--- src/rtl/gol_input_conditioner.sv ---
// Synchronises, debounces and edge-detects five push buttons into game-of-life control pulses.
// Press-to-pulse latency is DEBOUNCE_CYCLES+3 edges; move buttons auto-repeat while held. There is no backpressure.
module gol_input_conditioner #(
    parameter int DEBOUNCE_CYCLES = 8,
    parameter int REPEAT_DELAY    = 32,
    parameter int REPEAT_PERIOD   = 8
) (
    input  logic       clk,
    input  logic       reset_n,
    input  logic       btn_pause,
    input  logic       btn_left,
    input  logic       btn_right,
    input  logic       btn_up,
    input  logic       btn_down,
    output logic       pause,
    output logic       moveleft,
    output logic       moveright,
    output logic       moveup,
    output logic       movedown,
    output logic [4:0] held
);

    localparam logic [15:0] DB_LAST     = 16'(DEBOUNCE_CYCLES - 1);
    localparam logic [15:0] DELAY_LOAD  = 16'(REPEAT_DELAY - 1);
    localparam logic [15:0] PERIOD_LOAD = 16'(REPEAT_PERIOD - 1);

    typedef enum logic [1:0] {RELEASED, DELAY, REPEAT} move_state_t;

    logic [4:0] raw;
    logic [4:0] stable;
    logic [3:0] eff;
    logic [3:0] mv;
    logic       pause_d;

    assign raw  = {btn_down, btn_up, btn_right, btn_left, btn_pause};
    assign held = stable;

    for (genvar b = 0; b < 5; b++) begin : g_btn
        logic        s1;
        logic        s2;
        logic        stb;
        logic [15:0] cnt;

        always_ff @(posedge clk or negedge reset_n) begin
            if (!reset_n) begin
                s1  <= 1'b0;
                s2  <= 1'b0;
                stb <= 1'b0;
                cnt <= '0;
            end else begin
                s1 <= raw[b];
                s2 <= s1;
                if (s2 != stb) begin
                    if (cnt == DB_LAST) begin
                        stb <= ~stb;
                        cnt <= '0;
                    end else begin
                        cnt <= cnt + 16'd1;
                    end
                end else begin
                    cnt <= '0;
                end
            end
        end

        assign stable[b] = stb;
    end

    always_ff @(posedge clk or negedge reset_n) begin
        if (!reset_n) begin
            pause_d <= 1'b0;
            pause   <= 1'b0;
        end else begin
            pause_d <= stable[0];
            pause   <= stable[0] & ~pause_d;
        end
    end

    // Opposite directions cancel each other: a direction is only live while its partner is released.
    assign eff = {stable[4] & ~stable[3], stable[3] & ~stable[4],
                  stable[2] & ~stable[1], stable[1] & ~stable[2]};

    for (genvar m = 0; m < 4; m++) begin : g_move
        move_state_t state;
        logic [15:0] timer;
        logic        pulse;

        always_ff @(posedge clk or negedge reset_n) begin
            if (!reset_n) begin
                state <= RELEASED;
                timer <= '0;
                pulse <= 1'b0;
            end else begin
                pulse <= 1'b0;
                case (state)
                    RELEASED: begin
                        if (eff[m]) begin
                            pulse <= 1'b1;
                            timer <= DELAY_LOAD;
                            state <= DELAY;
                        end
                    end
                    DELAY, REPEAT: begin
                        if (!eff[m]) begin
                            state <= RELEASED;
                            timer <= '0;
                        end else if (timer == '0) begin
                            pulse <= 1'b1;
                            timer <= PERIOD_LOAD;
                            state <= REPEAT;
                        end else begin
                            timer <= timer - 16'd1;
                        end
                    end
                    default: state <= RELEASED;
                endcase
            end
        end

        assign mv[m] = pulse;
    end

    assign moveleft  = mv[0];
    assign moveright = mv[1];
    assign moveup    = mv[2];
    assign movedown  = mv[3];

endmodule

--- config.mk ---
export PLATFORM = sky130hd
export DESIGN_NAME = gol_input_conditioner
export DESIGN_NICKNAME = d
export VERILOG_FILES = /design/src/rtl/gol_input_conditioner.sv
export SDC_FILE = /design/constraint.sdc
export NUM_CORES = 1
export LEC_CHECK = 0
export BUFFER_PORTS_ARGS = -buffer_cell sky130_fd_sc_hd__clkbuf_2
export CORE_MARGIN = 1
export CORE_UTILIZATION = 55
export CTS_CLUSTER_SIZE = 24
export DETAILED_ROUTE_END_ITERATION = 12
export PLACE_DENSITY_LB_ADDON = 0.2
export SLEW_MARGIN = 20
export SYNTH_ARGS = -nofsm -noshare
export SYNTH_HDL_FRONTEND = slang
export SYNTH_SLANG_ARGS = --single-unit
--- constraint.sdc ---
create_clock -name clk -period 6.5 [get_ports clk]
set_input_delay 1.95 -clock clk [delete_from_list [all_inputs] [get_ports clk]]
set_output_delay 1.95 -clock clk [all_outputs]
set_load 0.01 [all_outputs]
==> run_results.csv <==
group,metric,value,unit
logic_synthesis,ys_seq_area_share,47.4,%
power,p_leak,4.21,nW
grt,grt_use_total,22.8,%
grt,grt_pass1_vias,6614,
final_layout,fin_nets,969,
floorplanning,core_area,16100,um2
logic_synthesis,yosysWarnings,0,
flow_run,drv_cap,0,
grt,met1_usage,30.7,%
logic_synthesis,synth_nets,975,
worst_setup_path,crit_path_cell_trace,"clkbuf_2",
clock_tree,cts_sinks,173,
sta,setup_violations,0,
worst_setup_path,crit_family,"flip-flops",
clock_tree,htree_levels,4,
clock_tree,cts_tree,"done",
grt,antenna_found_initial,0,
floorplanning,fp.dieW,131,um
drt,wl_per_cell,15.3,um
grt,grtUsageMet2,37.6,%
clock_tree,post-cts-setup-buffers,0,
logic_synthesis,ys_ff_latch,173,
final_layout,n_antenna_cell,0,
power,irDropWorstVdd,0.258,mV
drt,drt_iter0_drc,470,
floorplanning,start_util,56.9,%
grt,grt_pass1_wl,31200,um
placement,place.gp.congestion,0.824,
logic_synthesis,synth_top_area_share,47.4,%
sta,skew,0.00653,ns
worst_setup_path,crit_buf_inv,1,
sta,tns,0,ns
logic_synthesis,synth_edf_count,0,
grt,grt_start_max_net_pins,174,
clock_tree,numCtsBuffers,17,
sta,tightestPinTransition,0.954,ns
sta,final-hold-violation-count,0,
logic_synthesis,synth_cell_types,66,
clock_tree,clock-root-buffer,"clkbuf_16",
floorplanning,fp.dieH,131,um
floorplanning,dieArea,17100,um2
worst_setup_path,crit_slowest_cell,"dfrtp_1",
final_layout,area_delta_synth_final,9.07,%
placement,hpwl,11600,um
drt,first_pass_iters,5,
worst_setup_path,rrSetupSlack,3.84,ns
logic_synthesis,synth.largest_area_cell,"dfrtp_1",
drt,drc,0,
worst_setup_path,worstSetupPathType,"register to primary output",
placement,dpl.cell_count,1142,
final_layout,drive_gt1_share,8.77,%
final_layout,fillers,1320,
drt,vias_per_cell,6.07,
clock_tree,clockBufferDepth,2,
power,p_per_area,364,nW/um2
grt,met3_usage,4.23,%
logic_synthesis,netlist_area,9140,um2
sta,fin_crit,3.06,ns
floorplanning,rows,46,
logic_synthesis,synthTopCellsByArea,"dfrtp_1, nor2_1, xnor2_1",
worst_setup_path,path_max_fanout,8,
clock_tree,clk_pin_slew,0.07,ns
worst_setup_path,cp-end-kind,"primary output",
status,status,"finished clean",
sta,max_freq,327,MHz
drt,drt_wl_total,18000,um
grt,grt.overflow.total,0,
worst_setup_path,required,4.55,ns
sta,relSlewSlack,36.4,%
drt,final_antenna_net_count,0,
final_layout,instances_no_fill,1174,
grt,top_usage_layer,"met2",
logic_synthesis,async_flop_share,100,%
logic_synthesis,synth_cells,951,
clock_tree,cts.hold.buffers_added,0,
logic_synthesis,syn_avg_cell_area,9.61,um2
drt,num_vias,7132,
clock_tree,clkLatencyLatePin,0.42,ns
worst_setup_path,critPathLaunchType,"register",
hold_path,hp-class,"register to register",
floorplanning,boundaryPins,17,
sta,finalCritPeriodShare,47.1,%
sta,grt_setup_unrepaired,"false",
sta,slew_violations,0,
logic_synthesis,ys.flop_type,"dfrtp_1",
placement,port_buffers,16,
clock_tree,post_cts_resize_count,0,
worst_setup_path,cp_slowest_stage_delay,0.49,ns
worst_setup_path,cp.arrival,1.11,ns
==> cell families after synthesis <==
logic type	after synthesis	synth area share (%)
adders and majority gates	17	2.33
AOI/OAI and AO/OA	204	15.6
xor gates and xnor gates	69	6.62
buffers and inverters	82	3.62
and+or+nand+nor	400	23.8
DFF	173	47.4
muxes	6	0.726
==> through the flow <==
stage | hold slack, ns | instance area [um2] | util, % | power (mW) | worst slack [ns]
floorplan | 0.331 | 9140 | - | 2.30 | 3.98
global placement | 0.333 | 9340 | 58.2 | 2.54 | 3.69
detailed placement | 0.335 | 9340 | 58.2 | 2.57 | 3.69
CTS | 0.349 | 9960 | 62.0 | 3.65 | 3.43
global route | 0.355 | 9960 | 62.0 | 3.87 | 3.39
finish | 0.349 | 9960 | 62.0 | 3.63 | 3.44
==> layout by cell type, fill, tap and decap left out, drive strengths merged, types with 6 or more instances in the layout <==
| master | synthesis | routed |
|---|---|---|
| nand2b | 6 | 6 |
| nand4 | 21 | 21 |
| or2 | 13 | 13 |
| o211ai | 8 | 8 |
| o21ai | 40 | 40 |
| nand3 | 38 | 38 |
| o31a | 6 | 6 |
| a21oi | 35 | 35 |
| clkbuf | 36 | 35 |
| ha | 17 | 17 |
| or3 | 38 | 38 |
| inv | 37 | 40 |
| xnor2 | 41 | 41 |
| and4 | 7 | 7 |
| xor2 | 28 | 28 |
| dfrtp | 173 | 173 |
| nor4 | 31 | 31 |
| nand2 | 51 | 51 |
| o31ai | 22 | 22 |
| nor2 | 98 | 98 |
| and3 | 10 | 10 |
| o2111ai | 9 | 9 |
| or4 | 33 | 33 |
| a22oi | 33 | 33 |
| nor3 | 29 | 29 |
==> final cells by class <==
cell class / count / area (um2) / area share [%]
multi-input cells: 696 / 4480 / 45.0
flip-flops and latches: 173 / 4330 / 43.5
clock buffers: 20 / 457 / 4.58
well taps: 216 / 270 / 2.71
clock inverters: 12 / 160 / 1.61
inverters: 37 / 139 / 1.39
repair buffers: 20 / 129 / 1.29
==> synthesized netlist by cell type (5+ instances only) <==
library cell / instances
inv_1: 37
o211ai_1: 8
nand4_1: 21
o41ai_1: 5
o21ai_0: 39
o31ai_1: 22
nor4bb_1: 5
dfrtp_1: 173
nand2b_1: 6
mux2_2: 5
a22oi_1: 33
nor2b_1: 5
nor3_1: 29
and4_1: 7
buf_4: 5
and3_1: 10
or4_1: 30
xor2_1: 28
o311ai_0: 5
nand2_1: 51
nor2_1: 98
o31a_1: 6
nor4_1: 29
or3_1: 35
nand3_1: 38
clkbuf_1: 36
o2111ai_1: 9
ha_1: 17
or2_2: 11
xnor2_1: 41
a21oi_1: 35
a21boi_0: 5
==> worst register-to-register path, cell delays in order, from the launching register on <==
cell and delay [ns]:
dfrtp_1 0.43, inv_1 0.08, ha_1 0.19, or3b_2 0.54, or2_2 0.35, o211ai_1 0.70
a22oi_1 0.21
==> path summary, 6_finish.rpt <==
check,start,to,depth (start not counted)
setup / recovery,g_btn[4].stb,held[4],1
hold / removal,g_btn[2].s1,g_btn[2].s2,0
setup reg to reg,g_move[1].timer[0],g_move[1].timer[10],6
hold reg to reg,g_btn[2].s1,g_btn[2].s2,0
max in group asynchronous,reset_n,g_btn[3].cnt[14],2
min in group asynchronous,reset_n,g_btn[1].cnt[15],2
==> flip-flops by register name (all words and copies together) (netlist names) <==
| signal | cells |
|---|---|
| g_btn.s1 | 5 |
| g_btn.stb | 5 |
| g_move.timer | 64 |
| g_move.state | 8 |
| g_btn.s2 | 5 |
| moveup | 1 |
| g_btn.cnt | 80 |
| movedown | 1 |
| pause | 1 |
| moveright | 1 |
| moveleft | 1 |
| pause_d | 1 |
==> metal layers <==
layer,vias up,share of wire (%)
met5,-,0
met4,0,0.96
met3,17,3.0
met2,110,48
met1,3490,48
li1,3515,-
==> report_power, final <==
part	switching [mW]	internal (mW)
Clock	0.435	0.630
Combinational	0.727	0.410
Sequential	0.176	1.25
No activity file was read; power rests on OpenSTA's default activity.
